--- config.mk ---
export PLATFORM = sky130hd
export DESIGN_NAME = operand_arbiter_2to1_flat
export DESIGN_NICKNAME = d
export VERILOG_FILES = /design/src/rtl/operand_arbiter_2to1_if.sv /design/src/rtl/operand_arbiter_2to1.sv /design/src/flat_wrapper.sv
export SDC_FILE = /design/constraint.sdc
export NUM_CORES = 1
export LEC_CHECK = 0
export ABC_AREA = 0
export CAP_MARGIN = 20
export CORE_MARGIN = 2
export CORE_UTILIZATION = 46
export DETAILED_ROUTE_END_ITERATION = 7
export PLACE_DENSITY = 0.95
export SETUP_SLACK_MARGIN = 0.4
export SYNTH_ARGS = -nofsm -noshare
export SYNTH_HDL_FRONTEND = slang
export SYNTH_SLANG_ARGS = --single-unit
export TNS_END_PERCENT = 100
--- constraint.sdc ---
create_clock -name clk -period 5.6 [get_ports clk]
set_input_delay 0.84 -clock clk [delete_from_list [all_inputs] [get_ports clk]]
set_output_delay 0.84 -clock clk [all_outputs]
set_load 0.005 [all_outputs]
--- src/rtl/operand_arbiter_2to1_if.sv ---
// Handshake bundle between two operand producers, the shared operand arbiter
// and the downstream consumer of the selected word.
interface operand_arbiter_2to1_if #(
    parameter int WIDTH = 32
);
    logic             req0_valid;
    logic [WIDTH-1:0] req0_data;
    logic             req0_ready;
    logic             req1_valid;
    logic [WIDTH-1:0] req1_data;
    logic             req1_ready;
    logic             out_valid;
    logic [WIDTH-1:0] out_data;
    logic             out_src;
    logic             out_ready;
    logic             sel;
    logic [1:0]       grant;

    // Arbiter side: consumes requester words and drives the output stage
    modport slave (
        input  req0_valid, req0_data, req1_valid, req1_data, out_ready,
        output req0_ready, req1_ready, out_valid, out_data, out_src, sel, grant
    );

    // Environment side: requesters plus consumer
    modport master (
        output req0_valid, req0_data, req1_valid, req1_data, out_ready,
        input  req0_ready, req1_ready, out_valid, out_data, out_src, sel, grant
    );
endinterface

--- src/rtl/operand_arbiter_2to1.sv ---
// Two-requester round-robin arbiter for a shared operand path: grants are held
// for bursts of up to BURST_LEN words, accepted words land in a one-deep output register.
module operand_arbiter_2to1 #(
    parameter int WIDTH     = 32,
    parameter int BURST_LEN = 4
) (
    input  logic                  clk,
    input  logic                  rst_n,
    operand_arbiter_2to1_if.slave bus
);
    typedef enum logic [1:0] {
        ST_IDLE = 2'd0,
        ST_G0   = 2'd1,
        ST_G1   = 2'd2
    } state_t;

    localparam logic [7:0] L_BURST = 8'(BURST_LEN);

    state_t           r_state;
    state_t           w_state_nxt;
    logic [7:0]       r_cnt;
    logic [7:0]       w_cnt_nxt;
    logic             r_last;
    logic             w_last_nxt;
    logic             r_sel;
    logic [1:0]       r_grant;
    logic             r_out_valid;
    logic [WIDTH-1:0] r_out_data;
    logic             r_out_src;

    logic             w_in_g0;
    logic             w_in_g1;
    logic             w_out_free;
    logic             w_ready0;
    logic             w_ready1;
    logic             w_own_valid;
    logic             w_oth_valid;
    logic             w_xfer;
    logic [7:0]       w_cnt_inc;
    logic             w_burst_end;
    logic [WIDTH-1:0] w_mux_data;
    state_t           w_oth_state;

    assign w_in_g0     = (r_state == ST_G0);
    assign w_in_g1     = (r_state == ST_G1);
    // Readies depend only on registered state and the consumer, never on requester valids
    assign w_out_free  = !r_out_valid || bus.out_ready;
    assign w_ready0    = w_in_g0 && w_out_free;
    assign w_ready1    = w_in_g1 && w_out_free;
    assign w_own_valid = w_in_g1 ? bus.req1_valid : bus.req0_valid;
    assign w_oth_valid = w_in_g1 ? bus.req0_valid : bus.req1_valid;
    assign w_oth_state = w_in_g1 ? ST_G0 : ST_G1;
    assign w_xfer      = (w_ready0 && bus.req0_valid) || (w_ready1 && bus.req1_valid);
    assign w_cnt_inc   = r_cnt + 8'd1;
    assign w_burst_end = (w_cnt_inc == L_BURST);
    assign w_mux_data  = r_sel ? bus.req1_data : bus.req0_data;

    assign bus.req0_ready = w_ready0;
    assign bus.req1_ready = w_ready1;
    assign bus.out_valid  = r_out_valid;
    assign bus.out_data   = r_out_data;
    assign bus.out_src    = r_out_src;
    assign bus.sel        = r_sel;
    assign bus.grant      = r_grant;

    // Next grant, burst count and round-robin pointer
    always_comb begin
        w_state_nxt = r_state;
        w_cnt_nxt   = r_cnt;
        w_last_nxt  = r_last;
        case (r_state)
            ST_IDLE: begin
                if (bus.req0_valid && bus.req1_valid) begin
                    w_state_nxt = r_last ? ST_G0 : ST_G1;
                    w_last_nxt  = !r_last;
                    w_cnt_nxt   = 8'd0;
                end else if (bus.req0_valid) begin
                    w_state_nxt = ST_G0;
                    w_last_nxt  = 1'b0;
                    w_cnt_nxt   = 8'd0;
                end else if (bus.req1_valid) begin
                    w_state_nxt = ST_G1;
                    w_last_nxt  = 1'b1;
                    w_cnt_nxt   = 8'd0;
                end else begin
                    w_state_nxt = ST_IDLE;
                    w_cnt_nxt   = 8'd0;
                end
            end
            ST_G0, ST_G1: begin
                if (w_xfer) begin
                    if (w_burst_end) begin
                        if (w_oth_valid) begin
                            w_state_nxt = w_oth_state;
                            w_last_nxt  = !w_in_g1;
                            w_cnt_nxt   = 8'd0;
                        end else begin
                            w_cnt_nxt   = 8'd0;
                        end
                    end else begin
                        w_cnt_nxt = w_cnt_inc;
                    end
                end else if (!w_own_valid) begin
                    if (w_oth_valid) begin
                        w_state_nxt = w_oth_state;
                        w_last_nxt  = !w_in_g1;
                        w_cnt_nxt   = 8'd0;
                    end else begin
                        w_state_nxt = ST_IDLE;
                        w_cnt_nxt   = 8'd0;
                    end
                end else begin
                    // Granted word is waiting on backpressure: freeze everything
                    w_state_nxt = r_state;
                    w_cnt_nxt   = r_cnt;
                end
            end
            default: begin
                w_state_nxt = ST_IDLE;
                w_cnt_nxt   = 8'd0;
                w_last_nxt  = 1'b1;
            end
        endcase
    end

    // Arbitration state plus registered decodes of the next grant for sel/grant
    always_ff @(posedge clk or negedge rst_n) begin
        if (!rst_n) begin
            r_state <= ST_IDLE;
            r_cnt   <= 8'd0;
            r_last  <= 1'b1;
            r_sel   <= 1'b0;
            r_grant <= 2'b00;
        end else begin
            r_state <= w_state_nxt;
            r_cnt   <= w_cnt_nxt;
            r_last  <= w_last_nxt;
            r_sel   <= (w_state_nxt == ST_G1);
            r_grant <= {(w_state_nxt == ST_G1), (w_state_nxt == ST_G0)};
        end
    end

    // One-deep output stage; only written on an accepted transfer
    always_ff @(posedge clk or negedge rst_n) begin
        if (!rst_n) begin
            r_out_valid <= 1'b0;
            r_out_data  <= '0;
            r_out_src   <= 1'b0;
        end else if (w_xfer) begin
            r_out_valid <= 1'b1;
            r_out_data  <= w_mux_data;
            r_out_src   <= r_sel;
        end else if (r_out_valid && bus.out_ready) begin
            r_out_valid <= 1'b0;
        end else begin
            r_out_valid <= r_out_valid;
        end
    end
endmodule

--- src/flat_wrapper.sv ---
// flat-port wrapper written by rule: the top's interface ports become plain ports
module operand_arbiter_2to1_flat 
#(
    parameter int WIDTH     = 32,
    parameter int BURST_LEN = 4
)
  (clk, rst_n, bus_req0_valid, bus_req0_data, bus_req1_valid, bus_req1_data, bus_out_ready, bus_req0_ready, bus_req1_ready, bus_out_valid, bus_out_data, bus_out_src, bus_sel, bus_grant);
  operand_arbiter_2to1_if #(.WIDTH(WIDTH)) bus_i ();
  input  logic clk;
  input  logic rst_n;
  input wire logic [$bits(bus_i.req0_valid)-1:0] bus_req0_valid;
  input wire logic [$bits(bus_i.req0_data)-1:0] bus_req0_data;
  input wire logic [$bits(bus_i.req1_valid)-1:0] bus_req1_valid;
  input wire logic [$bits(bus_i.req1_data)-1:0] bus_req1_data;
  input wire logic [$bits(bus_i.out_ready)-1:0] bus_out_ready;
  output wire logic [$bits(bus_i.req0_ready)-1:0] bus_req0_ready;
  output wire logic [$bits(bus_i.req1_ready)-1:0] bus_req1_ready;
  output wire logic [$bits(bus_i.out_valid)-1:0] bus_out_valid;
  output wire logic [$bits(bus_i.out_data)-1:0] bus_out_data;
  output wire logic [$bits(bus_i.out_src)-1:0] bus_out_src;
  output wire logic [$bits(bus_i.sel)-1:0] bus_sel;
  output wire logic [$bits(bus_i.grant)-1:0] bus_grant;
  assign bus_i.req0_valid = bus_req0_valid;
  assign bus_i.req0_data = bus_req0_data;
  assign bus_i.req1_valid = bus_req1_valid;
  assign bus_i.req1_data = bus_req1_data;
  assign bus_i.out_ready = bus_out_ready;
  assign bus_req0_ready = bus_i.req0_ready;
  assign bus_req1_ready = bus_i.req1_ready;
  assign bus_out_valid = bus_i.out_valid;
  assign bus_out_data = bus_i.out_data;
  assign bus_out_src = bus_i.out_src;
  assign bus_sel = bus_i.sel;
  assign bus_grant = bus_i.grant;
  operand_arbiter_2to1 #(.WIDTH(WIDTH), .BURST_LEN(BURST_LEN)) u_core (.clk(clk), .rst_n(rst_n), .bus(bus_i));
endmodule
## After elaboration in Yosys (flattened, before gate mapping)

Index checks and enable logic that the tools add are counted.

- Equality and inequality tests: 8
- Mux-type cells: 28
- $add $sub $neg: 1
- Reduce and logical (&&, ||, !) cells: 15

Operators by type and width:

| operator | number |
|---|---|
| $mux 32 | 1 |
| $mux 8 | 4 |
| $mux 2 | 10 |
| $mux 1 | 11 |
| $add 8x1->8 const B | 1 |
| $eq 8x3->1 const B | 1 |
| $logic_and 1x1->1 | 6 |
| $ne 3x3->1 const B | 2 |
| $eq 2x1->1 const B | 2 |
| $eq 2x2->1 const B | 2 |
| $ne 4x3->1 const B | 1 |
| $pmux 2 s2 | 1 |
| $logic_not 1->1 | 3 |
| $reduce_and 3->1 | 1 |
| $logic_not 2->1 | 1 |
| $logic_or 1x1->1 | 2 |
| $pmux 1 s2 | 1 |
| $reduce_bool 2->1 | 1 |
| $reduce_or 2->1 | 1 |

- Word-level logic and storage cells: 60
- Output and inout bits: 39
- Bits of input ports: 69
- Flip-flop bits (word level): 48

## Logic depth before layout (Yosys ltp)

Gate-level depths: netlist of run 1.

- Depth after elaboration: 8
- Mapped depth: 9
- Mapped depth without buffers: 7

## Least setup slack after synthesis of run 1

Ideal clock, no wire load.

- Path type: input port to flip-flop
- Start point: in bus_req0_valid
- End point: reg u_core.r_out_data[0], in the netlist u_core.bus.out_data[0]
- Slack: 3463 ps
- Cell stages on the path: 7
- Library setup time: 83 ps
- Arrival: 2055 ps
- Data required time: 5517 ps
- Buffers on the path: 3
- Cell sequence: clkbuf_2 > a22o_1 > nand2_1 > clkbuf_1 > clkbuf_1 > nand2_1 > o21ai_0

- Cells in the longest elaborated chain, start to end: 2

Ends and longest elaborated chain:

| element | RTL line | text |
|---|---|---|
| start: declaration | flat_wrapper.sv:11 | `input wire logic [$bits(bus_i.req0_valid)-1:0] bus_req0_valid;` |
| $logic_and 1x1->1 | operand_arbiter_2to1.sv:53 | `assign w_xfer = (w_ready0 && bus.req0_valid) \|\| (w_ready1 && bus.req1_valid);` |
| $logic_or 1x1->1 | operand_arbiter_2to1.sv:53 |  |
| end signal: assignment | operand_arbiter_2to1.sv:151 | `r_out_data <= w_mux_data;` |
| end: declaration | operand_arbiter_2to1.sv:28 | `logic [WIDTH-1:0] r_out_data;` |

Every way passes these cells.
A chain may end at the register's enable or synchronous reset.

## Final worst setup path of run 1

- Start point: in bus_out_ready
- End point: out bus_req0_ready

- Cells in the longest elaborated chain, start to end: 2

Ends and longest elaborated chain:

| element | RTL line | text |
|---|---|---|
| start: declaration | flat_wrapper.sv:15 | `input wire logic [$bits(bus_i.out_ready)-1:0] bus_out_ready;` |
| $logic_or 1x1->1 | operand_arbiter_2to1.sv:47 | `assign w_out_free = !r_out_valid \|\| bus.out_ready;` |
| $logic_and 1x1->1 | operand_arbiter_2to1.sv:48 | `assign w_ready0 = w_in_g0 && w_out_free;` |
| end: declaration | flat_wrapper.sv:16 | `output wire logic [$bits(bus_i.req0_ready)-1:0] bus_req0_ready;` |

Every way passes these cells.

==> qor.csv, run 1 <==
metric,value,unit
drt_iter0_drc,113,
antennaDiodeCount,0,
grt_max_degree,69,
cts_made_buffers,5,
grt_pass1_vias,2135,
synth_top_area_share,45.9,%
grt_util_all_layers,21.9,%
final_cell_area,3720,um2
area.growth.synth_to_final,48.6,%
routed_via_density,5.18,
period_minus_slack,3010,ps
dieArea,6050,um2
portBuffers,107,
use_met2,40.6,%
grt-ovfl-total,0,
postSynthCellCount,254,
core,5170,um2
cts-root-buf,clkbuf_8,
die_width,77.8,um
drv_cap,0,
ctsHoldBuffers,0,
synth_area_leader_cell,dfrtp_1,
critPathRequiredTime,4760,ps
relSlewSlack,34.1,%
start_util,48.5,%
syn-num-nets,328,
yosys-top-cells-area,"dfrtp_1 (46%), mux2i_1 (13%), o21ai_0 (9.0%), nand2_1 (6.3%), ha_1 (2.5%)",
grtUsageMet3,4.77,%
drc,0,
finalCoreUtilization,72.0,%
place_area,3600,um2
fmax,332,MHz
endpoint_kind,output port,
ys_seq_area_share,47.0,%
antenna_found_initial,0,
hold_viol_final,0,
ys_ff_latch,47,
busiest_layer,met2,
pin_count,108,
die_y,77.8,um
synth.distinct_cells,43,
synth_most_common_cell,dfrtp_1,
fin_crit_sh,53.8,%
cts_tree,yes,
insertion_delay,300,ps
tightest_slew,989,ps
finalClockSkew,8.32,ps
final-setup-viol-count,0,
powerDensity,421,nW/um2
outcome,"complete, no violations",
htreeDepth,2,
dr.pass1.iters,4,
crit_type,in2out,
yosys_most_used_dff,dfrtp_1,
yosysWarnings,0,
p_leak,1.56,nW
grt_first_pass_wirelength,10.4,mm
drive_gt1_share,7.06,%
syn_area_per_cell,9.87,um2
wire_per_inst,15.7,um
path_clk_slew,80,ps
ant_nets,0,
vias,2195,
setup-tns-final,0,ps
critPathArrivalTime,2170,ps
dp_hpwl,4.85,mm
post_cts_buffers,0,
critPathMaxFanout,6,
rows,26,
crit_path_start_kind,input pin,
min_path_type,in2async,
use_met1,24.1,%
peakVddDrop,254,uV
nets,428,
clock-sinks,47,
nFillCells,362,
synth-edff-count,0,
wirelength,6.65,mm
synth-async-reset-ratio,100,%
yosys-top-cells-count,"dfrtp_1 (46), o21ai_0 (45), nand2_1 (42), mux2i_1 (32), clkbuf_1 (11)",
ctsResizeCount,0,
rsz0062_at_grt,no,
syn_area,2510,um2
clockBufferDepth,2,
slew_violations,0,
gpl.final_weighted_congestion,0.858,
## registers in the layout, indices dropped and copies added, names as in the netlist
name,cells
u_core.r_last,1
u_core.bus.out_valid,1
u_core.bus.out_src,1
u_core.bus.out_data,32
u_core.bus.grant,2
u_core.r_state,2
u_core.r_cnt,8
## stage by stage
stage	total power, mW	hold slack, ps	std cells	setup slack [ps]
after global placement	1.31	459	415	2320
final	1.57	348	424	2590
after floorplan	0.950	470	254	3460
after detailed placement	1.35	470	415	2200
after CTS	1.57	489	422	2550
after global routing	1.68	342	424	2500
## layout by cell type, fill, tap and decap left out, types with 2 or more instances in the layout
master,instances
clkdlybuf4s50_1,106
o21ai_0,45
dfrtp_1,45
nand2_1,41
mux2i_1,32
nor2_1,8
nand3_1,8
inv_1,6
clkbuf_8,6
ha_1,5
nor2b_1,4
nand2b_1,4
and2_1,3
a211oi_1,3
o21bai_1,2
and4_4,2
a31oi_1,2
a21oi_1,2
xor2_1,2
o31ai_1,2
buf_12,2
## final cells by class
cell class	count	area, um2	area share [%]
tap	70	87.6	2.35
sequential	47	1180	31.7
clock buffer	6	82.6	2.22
multi-input combinational	185	1240	33.3
timing repair buffer	109	1110	29.7
inverter	6	22.5	0.605
clock inverter	1	5.00	0.134
## routing by layer
metal	wire length (um)	share of wire, %
met2	3650	55
met4	117	1.8
met1	2560	39
met5	0	0
met3	317	4.8
## where the power goes
part           leakage, nW  switching (mW)  internal [mW]
clock               0.0470           0.110         0.0970
combinational        0.910           0.329          0.435
sequential           0.598           0.119          0.476
## logic make-up after synthesis
| group | count (synthesis) | share of synthesized area (%) |
|---|---|---|
| AND/OR/NAND/NOR | 78 | 15.1 |
| buffers and inverters | 22 | 3.59 |
| adder cells (fa/ha/maj) | 5 | 2.50 |
| flip-flops | 47 | 47.0 |
| multiplexers | 33 | 13.2 |
| XOR/XNOR | 3 | 1.05 |
| AO/OA/AOI/OAI | 66 | 17.6 |
## critical path, stage by stage
cell and delay, ps:
clkdlybuf4s50_1 440, nand2b_1 220, and2_1 170, clkdlybuf4s50_1 500
## path summary, 6_finish.rpt
check	startpoint	to	slack, ps	cells past startpoint
min	rst_n	u_core.r_state[0]$_DFF_PN0_	350	1
min in group clk	u_core.bus.out_data[5]$_DFFE_PN0N_	u_core.bus.out_data[5]$_DFFE_PN0N_	480	2
max reg2reg	u_core.r_state[0]$_DFF_PN0_	u_core.bus.grant[0]$_DFF_PN0_	3160	6
min reg2reg	u_core.bus.out_data[5]$_DFFE_PN0N_	u_core.bus.out_data[5]$_DFFE_PN0N_	480	2
max in group asynchronous	rst_n	u_core.bus.out_data[3]$_DFFE_PN0N_	4810	2
max	bus_out_ready	bus_req0_ready	2590	4
Power figures use the tool's default switching activity.
==> inputs of run 2 (changes only) <==
--- a/config.mk
+++ b/config.mk
@@ -8,9 +8,9 @@
 export ABC_AREA = 0
 export CAP_MARGIN = 20
 export CORE_MARGIN = 2
-export CORE_UTILIZATION = 46
+export CORE_UTILIZATION = 42
 export DETAILED_ROUTE_END_ITERATION = 7
-export PLACE_DENSITY = 0.95
+export PLACE_DENSITY = 0.92
 export SETUP_SLACK_MARGIN = 0.4
 export SYNTH_ARGS = -nofsm -noshare
 export SYNTH_HDL_FRONTEND = slang
==> constraint.sdc (replaced) <==
create_clock -name clk -period 3.1 [get_ports clk]
set_input_delay 0.465 -clock clk [delete_from_list [all_inputs] [get_ports clk]]
set_output_delay 0.465 -clock clk [all_outputs]
set_load 0.005 [all_outputs]
==> run 2 against run 1 <==
  * Core utilization is 7.9 points lower
  * Routed wire length shrank 7.9%
  * Combinational power grew 83%
  * Die area is 9.0% higher
  * First-iteration DRC count increased by 19%
  * Final area grew 0.64%
  * Clock power up 110%
  * Worst hold slack lost 300 ps
  * Worst setup slack got worse by 1900 ps
  * Cell count rose by 1.7%
  * Critical path depth unchanged
  * Total power up 81%
==> qor.csv, run 2 (synthesis results as in run 1) <==
metric,value,unit
cts-root-buf,clkbuf_8,
period_minus_slack,2460,ps
largest_register_ffs,32,
final_common_cell,clkdlybuf4s50_1,
slew_violations,0,
insertion_delay,290,ps
dr.pass1.iters,4,
wirelength,6.12,mm
post_cts_buffers,0,
relSlewSlack,61.2,%
ant_nets,0,
htreeDepth,2,
tightest_slew,578,ps
drc,0,
peakVddDrop,334,uV
outcome,"complete, no violations",
nets,430,
dp_hpwl,4.64,mm
final-setup-viol-count,0,
gpl.final_weighted_congestion,0.780,
rsz0062_at_grt,no,
drt_iter0_drc,134,
wire_per_inst,14.2,um
die_y,81.2,um
dp.cells,423,
crit_type,reg2out,
critPathArrivalTime,2000,ps
area.growth.synth_to_final,49.5,%
nFillCells,457,
rows,28,
min_path_type,in2async,
ctsResizeCount,0,
fin_crit_sh,79.4,%
die_width,81.2,um
drive_gt1_share,7.30,%
clock-sinks,47,
path_clk_slew,80,ps
p_leak,1.56,nW
fmax,406,MHz
hold_viol_final,0,
routed_via_density,5.03,
grt_util_all_layers,18.9,%
setup-tns-final,0,ps
drv_cap,0,
vias,2168,
grt-ovfl-total,0,
start_util,42.8,%
final_cell_mix,"clkdlybuf4s50_1 (106), o21ai_0 (45), dfrtp_1 (45), nand2_1 (41), mux2i_1 (32)",
clockBufferDepth,2,
pin_count,108,
grt_first_pass_wirelength,9.56,mm
fin_cells,431,
endpoint_kind,output port,
finalClockSkew,3.34,ps
powerDensity,756,nW/um2
cts_tree,yes,
critPathRequiredTime,2630,ps
cts_made_buffers,5,
grt_max_degree,48,
antennaDiodeCount,0,
core,5850,um2
portBuffers,107,
dieArea,6600,um2
ctsHoldBuffers,0,
grt_pass1_vias,2068,
p_total,2.83,mW
critPathMaxFanout,10,
antenna_found_initial,0,
crit_path_start_kind,register,
==> run 2: cell types whose count changed in the layout (fill, tap and decap cells not counted) <==
cell / change
buf_4: +3
buf_12: -1
bufinv_16: +1
clkbuf_1: +1
clkbuf_8: -1
clkinv_2: -1
==> run 2: critical path, stage by stage, from the launching register on <==
cell	delay (ps)
dfrtp_1	440
inv_1	170
ha_1	410
and2_1	180
clkdlybuf4s50_1	490
==> run 2: where the power goes <==
part | total (mW) | internal [mW] | switching (mW)
sequential | 1.00 | 0.861 | 0.143
combinational | 1.40 | 0.776 | 0.626
clock | 0.428 | 0.236 | 0.191
total | 2.83 | 1.87 | 0.959
==> run 2: metrics by stage <==
step	setup WS, ps	util (%)	cell area (um2)	hold WS, ps
detailed placement	700	62.0	3620	469
floorplan	1070	-	2510	169
global route	494	64.1	3750	58.7
CTS	630	63.7	3730	388
global placement	742	62.0	3620	461
finish	639	64.1	3750	52.5
==> run 2: worst paths after layout <==
path	cells after the start	from	slack [ps]	endpoint
min in group clk	2	u_core.bus.out_data[29]$_DFFE_PN0N_	480	u_core.bus.out_data[29]$_DFFE_PN0N_
max	4	u_core.r_state[0]$_DFF_PN0_	640	bus_req1_ready
min reg2reg	2	u_core.bus.out_data[29]$_DFFE_PN0N_	480	u_core.bus.out_data[29]$_DFFE_PN0N_
max reg2reg	6	u_core.r_state[0]$_DFF_PN0_	740	u_core.r_last$_DFFE_PN1P_
min	1	rst_n	50	u_core.bus.out_valid$_DFFE_PN0P_
max in group asynchronous	2	rst_n	2500	u_core.r_last$_DFFE_PN1P_
==> run 2: layout make-up <==
type	instances	area, um2	share of cell area (%)
repair buffers	111	1110	29.6
flip-flops and latches	47	1180	31.5
clock inverters	1	30.0	0.801
multi-input cells	185	1240	33.1
well taps	75	93.8	2.50
inverters	6	22.5	0.601
clock buffers	6	72.6	1.94
==> run 2: routing by layer <==
metal | up-vias | part of all wire [%] | track usage [%]
met4 | 0 | 1.3 | 6.61
met5 | - | 0 | 0
met1 | 1005 | 41 | 22.5
li1 | 1087 | - | -
met2 | 69 | 50 | 33.0
met3 | 7 | 7.6 | 4.89
